`src/rtl/obj_sprite_engine_pkg.sv`:
```
// Shared types and constants for the sprite overlay engine.
// Optional per-slot blink storage is enabled by defining OBJ_BLINK_EN.
package obj_pkg;

  localparam int N_OBJ      = 8;
  localparam int IDX_W      = $clog2(N_OBJ);
  localparam int OBJ_W      = 10;
  localparam int SCR_W      = 320;
  localparam int SCR_H      = 240;
  localparam int SHEET_W    = 360;
  localparam int SHEET_SIZE = 86400;
  localparam int ANIM_SHIFT = 4;

  typedef struct packed {
    logic [8:0] x;
    logic [8:0] y;
    logic [8:0] sx;
    logic [7:0] sy;
    logic       vis;
    logic       anim;
`ifdef OBJ_BLINK_EN
    logic       blink;
`endif
  } obj_desc_t;

endpackage

```
`src/rtl/obj_sprite_engine_if.sv`:
```
// Descriptor-write, raster-position and pixel-result signals of the sprite engine.
// wr_blink exists only when OBJ_BLINK_EN is defined.
interface obj_sprite_engine_if;
  import obj_pkg::*;

  // Strobes are single-cycle and unconditionally accepted: there is no ready/backpressure.
  logic             frame_start;
  logic             wr_en;
  logic [IDX_W-1:0] wr_idx;
  logic [8:0]       wr_x;
  logic [8:0]       wr_y;
  logic [8:0]       wr_sx;
  logic [7:0]       wr_sy;
  logic             wr_vis;
  logic             wr_anim;
`ifdef OBJ_BLINK_EN
  logic             wr_blink;
`endif
  logic [9:0]       h_cnt;
  logic [9:0]       v_cnt;
  logic [16:0]      pixel_addr;
  logic             isObject;
  logic [IDX_W-1:0] obj_idx;

`ifdef OBJ_BLINK_EN
  modport master (output frame_start, wr_en, wr_idx, wr_x, wr_y, wr_sx, wr_sy, wr_vis, wr_anim,
                  wr_blink, h_cnt, v_cnt, input pixel_addr, isObject, obj_idx);
  modport slave  (input frame_start, wr_en, wr_idx, wr_x, wr_y, wr_sx, wr_sy, wr_vis, wr_anim,
                  wr_blink, h_cnt, v_cnt, output pixel_addr, isObject, obj_idx);
`else
  modport master (output frame_start, wr_en, wr_idx, wr_x, wr_y, wr_sx, wr_sy, wr_vis, wr_anim,
                  h_cnt, v_cnt, input pixel_addr, isObject, obj_idx);
  modport slave  (input frame_start, wr_en, wr_idx, wr_x, wr_y, wr_sx, wr_sy, wr_vis, wr_anim,
                  h_cnt, v_cnt, output pixel_addr, isObject, obj_idx);
`endif

endinterface

```
`src/rtl/obj_sprite_engine_prio_enc.sv`:
```
// Lowest-index-wins priority encoder: reports whether any request is set and the smallest set index.
module obj_prio_enc #(
  parameter int N = 8,
  parameter int W = $clog2(N)
) (
  input  logic [N-1:0] i_req,
  output logic         o_hit,
  output logic [W-1:0] o_idx
);

  always_comb begin
    o_hit = 1'b0;
    o_idx = '0;
    for (int i = N - 1; i >= 0; i--) begin
      if (i_req[i]) begin
        o_hit = 1'b1;
        o_idx = W'(i);
      end
    end
  end

endmodule

```
`src/rtl/obj_sprite_engine.sv`:
```
// Double-buffered sprite table with a 2-stage hit/address pipeline for the overlay layer.
// Define OBJ_BLINK_EN to add per-slot blinking on frame-counter bit ANIM_SHIFT+1.
module obj_sprite_engine
  import obj_pkg::*;
(
  input logic              clk,
  input logic              rst,
  obj_sprite_engine_if.slave obj_bus
);

  obj_desc_t        r_shadow [N_OBJ];
  obj_desc_t        r_active [N_OBJ];
  logic [7:0]       r_cnt;

  obj_desc_t        w_new;
  logic             w_wr_ok;
  logic [8:0]       w_x;
  logic [8:0]       w_y;
  logic             w_on_screen;
  logic [N_OBJ-1:0] w_hit_vec;
  logic             w_hit;
  logic [IDX_W-1:0] w_idx;
  obj_desc_t        w_win;

  logic             r_s1_hit;
  logic [IDX_W-1:0] r_s1_idx;
  logic [3:0]       r_s1_dx;
  logic [3:0]       r_s1_dy;
  logic [8:0]       r_s1_sx;
  logic [7:0]       r_s1_sy;
  logic             r_s1_alt;

  logic [17:0]      w_col;
  logic [17:0]      w_row;
  logic [17:0]      w_raw;
  logic [17:0]      w_addr;

  logic [16:0]      r_addr;
  logic             r_is_obj;
  logic [IDX_W-1:0] r_obj_idx;

  always_comb begin
    w_new      = '0;
    w_new.x    = obj_bus.wr_x;
    w_new.y    = obj_bus.wr_y;
    w_new.sx   = obj_bus.wr_sx;
    w_new.sy   = obj_bus.wr_sy;
    w_new.vis  = obj_bus.wr_vis;
    w_new.anim = obj_bus.wr_anim;
`ifdef OBJ_BLINK_EN
    w_new.blink = obj_bus.wr_blink;
`endif
  end

  assign w_wr_ok = obj_bus.wr_en && (int'(obj_bus.wr_idx) < N_OBJ);

  // A write coinciding with frame_start goes straight into the committed copy as well.
  always_ff @(posedge clk or posedge rst) begin
    if (rst) begin
      for (int i = 0; i < N_OBJ; i++) begin
        r_shadow[i] <= '0;
        r_active[i] <= '0;
      end
      r_cnt <= 8'd0;
    end else begin
      if (w_wr_ok) r_shadow[obj_bus.wr_idx] <= w_new;
      if (obj_bus.frame_start) begin
        for (int i = 0; i < N_OBJ; i++) begin
          r_active[i] <= (w_wr_ok && int'(obj_bus.wr_idx) == i) ? w_new : r_shadow[i];
        end
        r_cnt <= r_cnt + 8'd1;
      end
    end
  end

  assign w_x         = obj_bus.h_cnt[9:1];
  assign w_y         = obj_bus.v_cnt[9:1];
  assign w_on_screen = (obj_bus.h_cnt < 10'd640) && (obj_bus.v_cnt < 10'd480);

  // Bounds are compared at 10 bits so objects near x=319/y=239 clip instead of wrapping.
  always_comb begin
    w_hit_vec = '0;
    for (int i = 0; i < N_OBJ; i++) begin
      w_hit_vec[i] = w_on_screen && r_active[i].vis
`ifdef OBJ_BLINK_EN
                     && !(r_active[i].blink && r_cnt[ANIM_SHIFT+1])
`endif
                     && (w_x >= r_active[i].x)
                     && ({1'b0, w_x} < ({1'b0, r_active[i].x} + 10'(OBJ_W)))
                     && (w_y >= r_active[i].y)
                     && ({1'b0, w_y} < ({1'b0, r_active[i].y} + 10'(OBJ_W)));
    end
  end

  obj_prio_enc #(.N(N_OBJ), .W(IDX_W)) u_prio (
    .i_req (w_hit_vec),
    .o_hit (w_hit),
    .o_idx (w_idx)
  );

  assign w_win = r_active[w_idx];

  // Sheet origin and animation phase are captured with the hit so a mid-line commit stays coherent.
  always_ff @(posedge clk or posedge rst) begin
    if (rst) begin
      r_s1_hit <= 1'b0;
      r_s1_idx <= '0;
      r_s1_dx  <= 4'd0;
      r_s1_dy  <= 4'd0;
      r_s1_sx  <= 9'd0;
      r_s1_sy  <= 8'd0;
      r_s1_alt <= 1'b0;
    end else begin
      r_s1_hit <= w_hit;
      r_s1_idx <= w_idx;
      r_s1_dx  <= 4'(w_x - w_win.x);
      r_s1_dy  <= 4'(w_y - w_win.y);
      r_s1_sx  <= w_win.sx;
      r_s1_sy  <= w_win.sy;
      r_s1_alt <= w_win.anim && r_cnt[ANIM_SHIFT];
    end
  end

  assign w_col  = 18'(r_s1_sx) + 18'(r_s1_dx) + (r_s1_alt ? 18'(OBJ_W) : 18'd0);
  assign w_row  = 18'(r_s1_sy) + 18'(r_s1_dy);
  assign w_raw  = w_col + w_row * 18'(SHEET_W);
  assign w_addr = (w_raw >= 18'(SHEET_SIZE)) ? (w_raw - 18'(SHEET_SIZE)) : w_raw;

  always_ff @(posedge clk or posedge rst) begin
    if (rst) begin
      r_addr    <= 17'd0;
      r_is_obj  <= 1'b0;
      r_obj_idx <= '0;
    end else begin
      r_addr    <= r_s1_hit ? 17'(w_addr) : 17'd0;
      r_is_obj  <= r_s1_hit;
      r_obj_idx <= r_s1_hit ? r_s1_idx : '0;
    end
  end

  assign obj_bus.pixel_addr = r_addr;
  assign obj_bus.isObject   = r_is_obj;
  assign obj_bus.obj_idx    = r_obj_idx;

endmodule

```
`src/flat_wrapper.sv`:
```
// flat-port wrapper written by rule: the top's interface ports become plain ports
module obj_sprite_engine_flat import obj_pkg::*;
  (clk, rst, obj_bus_frame_start, obj_bus_wr_en, obj_bus_wr_idx, obj_bus_wr_x, obj_bus_wr_y, obj_bus_wr_sx, obj_bus_wr_sy, obj_bus_wr_vis, obj_bus_wr_anim, obj_bus_h_cnt, obj_bus_v_cnt, obj_bus_pixel_addr, obj_bus_isObject, obj_bus_obj_idx);
  obj_sprite_engine_if obj_bus_i ();
  input logic clk;
  input logic rst;
  input wire logic [$bits(obj_bus_i.frame_start)-1:0] obj_bus_frame_start;
  input wire logic [$bits(obj_bus_i.wr_en)-1:0] obj_bus_wr_en;
  input wire logic [$bits(obj_bus_i.wr_idx)-1:0] obj_bus_wr_idx;
  input wire logic [$bits(obj_bus_i.wr_x)-1:0] obj_bus_wr_x;
  input wire logic [$bits(obj_bus_i.wr_y)-1:0] obj_bus_wr_y;
  input wire logic [$bits(obj_bus_i.wr_sx)-1:0] obj_bus_wr_sx;
  input wire logic [$bits(obj_bus_i.wr_sy)-1:0] obj_bus_wr_sy;
  input wire logic [$bits(obj_bus_i.wr_vis)-1:0] obj_bus_wr_vis;
  input wire logic [$bits(obj_bus_i.wr_anim)-1:0] obj_bus_wr_anim;
  input wire logic [$bits(obj_bus_i.h_cnt)-1:0] obj_bus_h_cnt;
  input wire logic [$bits(obj_bus_i.v_cnt)-1:0] obj_bus_v_cnt;
  output wire logic [$bits(obj_bus_i.pixel_addr)-1:0] obj_bus_pixel_addr;
  output wire logic [$bits(obj_bus_i.isObject)-1:0] obj_bus_isObject;
  output wire logic [$bits(obj_bus_i.obj_idx)-1:0] obj_bus_obj_idx;
  assign obj_bus_i.frame_start = obj_bus_frame_start;
  assign obj_bus_i.wr_en = obj_bus_wr_en;
  assign obj_bus_i.wr_idx = obj_bus_wr_idx;
  assign obj_bus_i.wr_x = obj_bus_wr_x;
  assign obj_bus_i.wr_y = obj_bus_wr_y;
  assign obj_bus_i.wr_sx = obj_bus_wr_sx;
  assign obj_bus_i.wr_sy = obj_bus_wr_sy;
  assign obj_bus_i.wr_vis = obj_bus_wr_vis;
  assign obj_bus_i.wr_anim = obj_bus_wr_anim;
  assign obj_bus_i.h_cnt = obj_bus_h_cnt;
  assign obj_bus_i.v_cnt = obj_bus_v_cnt;
  assign obj_bus_pixel_addr = obj_bus_i.pixel_addr;
  assign obj_bus_isObject = obj_bus_i.isObject;
  assign obj_bus_obj_idx = obj_bus_i.obj_idx;
  obj_sprite_engine u_core (.clk(clk), .rst(rst), .obj_bus(obj_bus_i));
endmodule
```
`config.mk`:
```
export PLATFORM = sky130hd
export DESIGN_NAME = obj_sprite_engine_flat
export DESIGN_NICKNAME = d
export VERILOG_FILES = /design/src/rtl/obj_sprite_engine_pkg.sv /design/src/rtl/obj_sprite_engine_if.sv /design/src/rtl/obj_sprite_engine_prio_enc.sv /design/src/rtl/obj_sprite_engine.sv /design/src/flat_wrapper.sv
export SDC_FILE = /design/constraint.sdc
export NUM_CORES = 2
export LEC_CHECK = 0
export ABC_AREA = 0
export CAP_MARGIN = 20
export CORE_ASPECT_RATIO = 0.6
export CORE_MARGIN = 1
export CORE_UTILIZATION = 35
export CTS_BUF_LIST = sky130_fd_sc_hd__clkbuf_4 sky130_fd_sc_hd__clkbuf_8 sky130_fd_sc_hd__clkbuf_16
export CTS_CLUSTER_DIAMETER = 60
export CTS_CLUSTER_SIZE = 14
export DETAILED_ROUTE_END_ITERATION = 10
export GPL_TIMING_DRIVEN = 0
export PLACE_DENSITY = 0.53
export RECOVER_POWER = 50
export SETUP_SLACK_MARGIN = 0.1
export SLEW_MARGIN = 10
export SYNTH_ARGS = -nofsm -noshare
export SYNTH_HDL_FRONTEND = slang
export SYNTH_SLANG_ARGS = --single-unit
```
`constraint.sdc`:
```
create_clock -name clk -period 67.7 [get_ports clk]
set_input_delay 16.925 -clock clk [delete_from_list [all_inputs] [get_ports clk]]
set_output_delay 16.925 -clock clk [all_outputs]
set_load 0.01 [all_outputs]
```
Word level (Yosys, flattened, before mapping)
Cells that the tools add are included.
- flip-flop bits (word level): 651
- latch bits: 0
- bits in writable memories: 0
- bits in read-only memories: 0
- bits of input ports: 64
- output and inout bits: 21
- memories kept: 0
- add/sub/neg operators: 24
- multiply operators: 1
- divide/modulo/power cells: 0
- magnitude comparators: 38
- eq/ne operators: 7
- shift-type cells: 0
- muxes and demuxes: 34
- bitwise gates (word level): 2
- reduce and logical (&&, ||, !) cells: 52
- operator list (operator ; number):
    2-to-1 mux 37 bit ; 9
    bitwise mux 296 bit ; 1
    adder 9 x 4 -> 10 bit (second input constant) ; 16
    less-than comparator 9 x 10 -> 1 bit ; 16
    greater-or-equal comparator 9 bit ; 16
    binary-select mux 37 bit (select 3 bit) ; 1
    demux 37 bit (select 3 bit) ; 1
    2-to-1 mux 32 bit ; 2
    logical AND 1 bit ; 51
    adder 18 bit ; 2
    2-to-1 mux 17 bit ; 2
    2-to-1 mux 3 bit ; 9
    greater-or-equal comparator 18 x 17 -> 1 bit (second input constant) ; 1
    multiplier 18 x 6 -> 15 bit (second input constant) ; 1
    subtractor 17 bit (second input constant) ; 1
    == test 3 bit (second input constant) ; 4
    adder 9 x 4 -> 10 bit ; 1
    less-than comparator 10 bit (second input constant) ; 1
    less-than comparator 10 x 9 -> 1 bit (second input constant) ; 1
    adder 8 x 4 -> 9 bit ; 1
    adder 8 x 1 -> 8 bit (second input constant) ; 1
    greater-or-equal comparator 4 bit (second input constant) ; 2
    2-to-1 mux 1 bit ; 8
    NOT 3 -> 4 bit ; 2
    other kinds (6) ; 8

Logic depth before layout (Yosys ltp)
- depth after elaboration: 20
- gate-level depth with buffers: 27

Cells and area by module
Synthesis repeated with hierarchy kept, for this count alone.
- cell total of the unflattened synthesis: 2928
- area, all modules: 35172.5 µm²
- by module, submodules not included (module ; instances ; cells an instance ; area each (µm²) ; seq. area each (µm²)):
    obj_sprite_engine ; 1 ; 2915 ; 35092.4 ; 16215.6
    obj_prio_enc ; 1 ; 13 ; 80.1 ; 0.0

Worst setup path before layout
Ideal clock, no wire load.
- kind: input port to flip-flop
- from: in obj_bus_h_cnt[9]
- to: reg u_core.r_s1_dx[3]
- library setup time: 0.129 ns
- arrival time: 20.646 ns
- required time: 67.571 ns
- setup slack: 46.926 ns
- stages: 18
- buffers on the path: 2
- cell sequence: ha_1 -> a211o_1 -> a2111oi_0 -> o21ai_0 -> a2111oi_1 -> and3_2 -> a21oi_2 -> o21ai_1 -> and2_1 -> buf_6 -> buf_12 -> mux4_2 -> mux2i_1 -> ha_1 -> a21o_1 -> a21oi_1 -> xnor2_1 -> xnor2_1
- longest elaborated chain between the ends: 20
- elaborated cells on any way between the ends: 71
- those cells by class: add/sub: 1; order compare: 17; mux: 11; bitwise: 1; reduce/logical: 41
- RTL lines (item ; RTL line ; RTL):
    start, declared ; flat_wrapper.sv:16 ; input wire logic [$bits(obj_bus_i.h_cnt)-1:0] obj_bus_h_cnt;
    less-than comparator 10 bit ; obj_sprite_engine.sv:78 ; assign w_on_screen = (obj_bus.h_cnt < 10'd640) && (obj_bus.v_cnt < 10'd480);
    logical AND 1 bit ; obj_sprite_engine.sv:78 ;
    logical AND 1 bit (5 in series) ; obj_sprite_engine.sv:84 ; w_hit_vec[i] = w_on_screen && r_active[i].vis
    2-to-1 mux 3 bit (7 in series) ; obj_sprite_engine_prio_enc.sv:15 ; if (i_req[i]) begin
    2-to-1 mux 3 bit * ; obj_sprite_engine_prio_enc.sv:15 ;
    NOT 3 -> 4 bit (not written as such) * ; obj_sprite_engine.sv:101 ; assign w_win = r_active[w_idx];
    binary-select mux 37 bit (select 3 bit) * ; obj_sprite_engine.sv:101 ;
    2-to-1 mux 32 bit (not written as such) * (2 in series) ; obj_sprite_engine.sv:101 ;
    subtractor 4 bit * ; obj_sprite_engine.sv:116 ; r_s1_dx <= 4'(w_x - w_win.x);
    end signal, assigned ; obj_sprite_engine.sv:116 ;
    end, declared ; obj_sprite_engine.sv:27 ; logic [3:0] r_s1_dx;
Mark *: on every way between the ends. The rest lies on a longest branch, timed or not. The select of a mux whose other input is x is not followed.
A chain may end at the register's enable or synchronous reset.

==> results.sh <==
export IMPL_cp_data_required_time_ns=67.11
export IMPL_die_width_um=413
export IMPL_clk_transition_reported_paths_ns=0.07
export IMPL_cts_root_buf="sky130_fd_sc_hd__clkbuf_16"
export IMPL_worstSetupStartpointType="input port"
export IMPL_final_instance_count_excl_fill=4510
export IMPL_setup_viol=0
export IMPL_synth_enable_flop_cells=0
export IMPL_fin_nets=3581
export IMPL_maxSlewViolCount=556
export IMPL_grt_pass1_wl_um=160000
export IMPL_slew_headroom=-2.97
export IMPL_cts_inserted_buffers=56
export IMPL_floorplan_initialDensity=0.353
export IMPL_r2r_start="u_core.r_s1_dy[0]$_DFF_PP0_"
export IMPL_areaGrowthSynthToFinish_pct=12.4
export IMPL_clock_tree_buffer_depth=3
export IMPL_synth_xor_area_share=0.0343
export IMPL_grt_overflow_total=0
export IMPL_cap_violations=8
export IMPL_via_count_of_the_first_global_routing_pass=23500
export IMPL_fp_dieArea_mm2=0.103
export IMPL_hold_path_cell_count=0
export IMPL_grt_met1_usage=0.348
export IMPL_num_rows=90
export IMPL_detail_routed_via_count_per_cell=5.28
export IMPL_syn_inst_count=2993
export IMPL_core_area_mm2=0.100
export IMPL_synth_cell_types=82
export IMPL_dominantRegCellSynth="sky130_fd_sc_hd__dfrtp_1"
export IMPL_clkSinkCount=648
export IMPL_synth_top_family_by_area="multiplexers"
export IMPL_yosysMostFrequentCell="sky130_fd_sc_hd__dfrtp_1"
export IMPL_layout_filler_cells=9776
export IMPL_synthMuxAreaShare=0.190
export IMPL_syn_mean_instance_area_um2=11.9
export IMPL_mappedNetlistArea_mm2=0.0355
export IMPL_ys_warnings_count=0
export IMPL_rsz0062_at_grt="false"
export IMPL_failed_checks="max-capacitance violations, max-slew violations"
export IMPL_ant_nets=0
export IMPL_synth_area_leader_cell="sky130_fd_sc_hd__dfrtp_1"
export IMPL_outcome="complete, but fails checks"
export IMPL_critical_path_class="input port to async pin"
export IMPL_number_of_drc_markers_after_the_initial_detailed_route_iteration=1868
export IMPL_synth_compound_area_share=0.0984
export IMPL_cts_hold_buffers_added=0
export IMPL_route_detailed_wl_per_inst_um=23.7
export IMPL_final_hold_violation_count=0
export IMPL_synth_simple_gate_area_frac=0.0555
export IMPL_dr_total_vias=23800
export IMPL_achievable_frequency_mhz=36.1
export IMPL_htreeDepth=2
export IMPL_most_common_library_cells_after_synthesis="648 x sky130_fd_sc_hd__dfrtp_1, 489 x sky130_fd_sc_hd__mux2_2, 345 x sky130_fd_sc_hd__ha_1"
export IMPL_final_worst_path_period_share=0.410
export IMPL_detailed_place_hpwl_um=80600
export IMPL_grt_antenna_before_repair=14
export IMPL_finalWorstPathRequiredPeriod_ns=27.74
export IMPL_insertion_delay_ns=0.68
export IMPL_fin_setup_tns_ns=0
export IMPL_chipHeight_um=249
export IMPL_globalRouteTotalUtil=0.210
export IMPL_yosysSeqAreaShare=0.457
export IMPL_busiest_layer="met1"
export IMPL_synth_top_cell_area_share=0.457
export IMPL_groute_layer_met2_usage=0.256
export IMPL_tritoncts="built"
export IMPL_async_set_or_reset_register_ratio_after_synthesis=1.00
export IMPL_hold_path_class="register to register"
export IMPL_io_pins=85
export IMPL_setup_worst_path_start="rst"
export IMPL_largest_net_degree_at_the_start_of_global_routing=112
export IMPL_remaining_drc_errors=0
export IMPL_post_cts_resized_instances=0
export IMPL_drt_pre_antenna_iters=8
export IMPL_worst_r2r_path_depth=22
export IMPL_worst_endpoint_arrival_ns=27.15
export IMPL_gp_congestion=0.905
export IMPL_numPortBuffers=79
export IMPL_hold_path_startpoint="u_core.r_s1_hit$_DFF_PP0_"
export IMPL_worst_setup_path_end_kind="async pin"
export IMPL_synth_seq_cells=648
export IMPL_synth_adder_area_share=0.131
export IMPL_max_slew_worst_pin_slew_ns=5.96
export IMPL_post_route_cells_drive_above_1_share=0.194
export IMPL_synthesis_nets=3419
export IMPL_timing_critical_path_fanout_max=110
export IMPL_synth_top_cells_by_area="sky130_fd_sc_hd__dfrtp_1 46%, sky130_fd_sc_hd__mux2_2 16%, sky130_fd_sc_hd__ha_1 12%, sky130_fd_sc_hd__o21ai_0 3.1%, sky130_fd_sc_hd__xnor2_1 2.6%"
export IMPL_global_routing_usage_on_met3=0.0708
export IMPL_post_cts_setup_buffer_count=0
export IMPL_timing_clock_skew_ns=0.0372
export IMPL_place_detailed_instances=4426
export IMPL_route_final_wire_length_um=107000
-- cell type report --
cell class,count,area [µm²],area share
Clock buffer,58,1420,0.0357
Antenna cell,8,20.0,0.000502
Inverter,198,744,0.0187
Timing Repair Buffer,104,1070,0.0268
Tap cell,1334,1670,0.0418
Clock inverter,13,225,0.00565
Buffer,101,447,0.0112
Multi-Input combinational cell,2046,18100,0.453
Sequential cell,648,16200,0.407
-- flip-flops by register name, indices dropped and copies added (netlist names) --
signal and count:
u_core.obj_bus.isObject 1, u_core.obj_bus.obj_idx 3, u_core.obj_bus.pixel_addr 17, u_core.r_active 296, u_core.r_cnt 5, u_core.r_s1_alt 1, u_core.r_s1_dx 4, u_core.r_s1_dy 4
u_core.r_s1_hit 1, u_core.r_s1_idx 3, u_core.r_s1_sx 9, u_core.r_s1_sy 8, u_core.r_shadow 296
-- worst paths after layout --
path                            slack [ns]                                       to
worst min-delay path                  0.40        u_core.obj_bus.isObject$_DFF_PP0_
worst min register to register        0.40        u_core.obj_bus.isObject$_DFF_PP0_
worst max register to register       60.10  u_core.obj_bus.pixel_addr[16]$_DFF_PP0_
min in group asynchronous            17.22           u_core.r_shadow[7]$_DFFE_PP0P_
worst max-delay path                 39.96  u_core.obj_bus.pixel_addr[11]$_DFF_PP0_
max in group clk                     44.87              u_core.r_s1_dy[3]$_DFF_PP0_
-- worst max-delay path, cell delays in order --
cell and delay (ns):
sky130_fd_sc_hd__dlygate4sd3_1 0.55, sky130_fd_sc_hd__clkinvlp_2 1.12, sky130_fd_sc_hd__clkbuf_1 4.23, sky130_fd_sc_hd__clkbuf_1 4.18
-- metrics by stage --
stage               hold WS, ns  setup slack (ns)  cell area (µm²)   util
floorplan                 0.352             32.62            35500      -
global placement          0.370             23.89            37900  0.378
detailed placement        0.373             44.23            38300  0.381
CTS                       0.402             44.88            39900  0.398
global route              0.412             37.45            39900  0.397
finish                    0.397             39.96            39900  0.397
-- metal layers --
layer	wire (µm)	up-vias
met2	38200	592
met3	10400	92
li1	-	11100
met5	7	-
met4	1380	2
met1	56900	12000
-- cells by family after synthesis --
family	after synthesis
flops	648
simple gates	413
compound gates	546
mux	586
fa+ha+maj	362
xor+xnor	139
buf+inv	299
-- placed cells by master, fill, tap and decap left out, drive strengths merged, types with 8 or more instances in the layout --
cell           netlist  layout
nand2b              15      15
o31ai                9       9
o32ai                8       8
and2                11      11
nor3                32      32
mux4                21      21
ha                 345     345
inv                197     202
nor4                 9       9
clkdlybuf4s50        0      52
o21a                34      34
dlygate4sd3          0      23
nor2b                9       9
mux2i               76      76
a21o                30      30
a31oi               11      11
xor2                34      34
clkbuf              76     144
diode                0       8
a2111oi             16      16
nor2                57      57
o21ai              222     222
nand4               31      31
dfrtp              648     648
mux2               489     489
buf                 25      44
o21bai              12      12
o2111ai             28      28
nand3               31      31
a211oi              24      24
xnor2              105     105
a21oi               86      86
fa                  17      17
o211ai              16      16
nand2              178     178
Power is left out: the tool's default activity adds up to more than one toggle a clock period on the data nets, which glitch-free logic cannot reach.
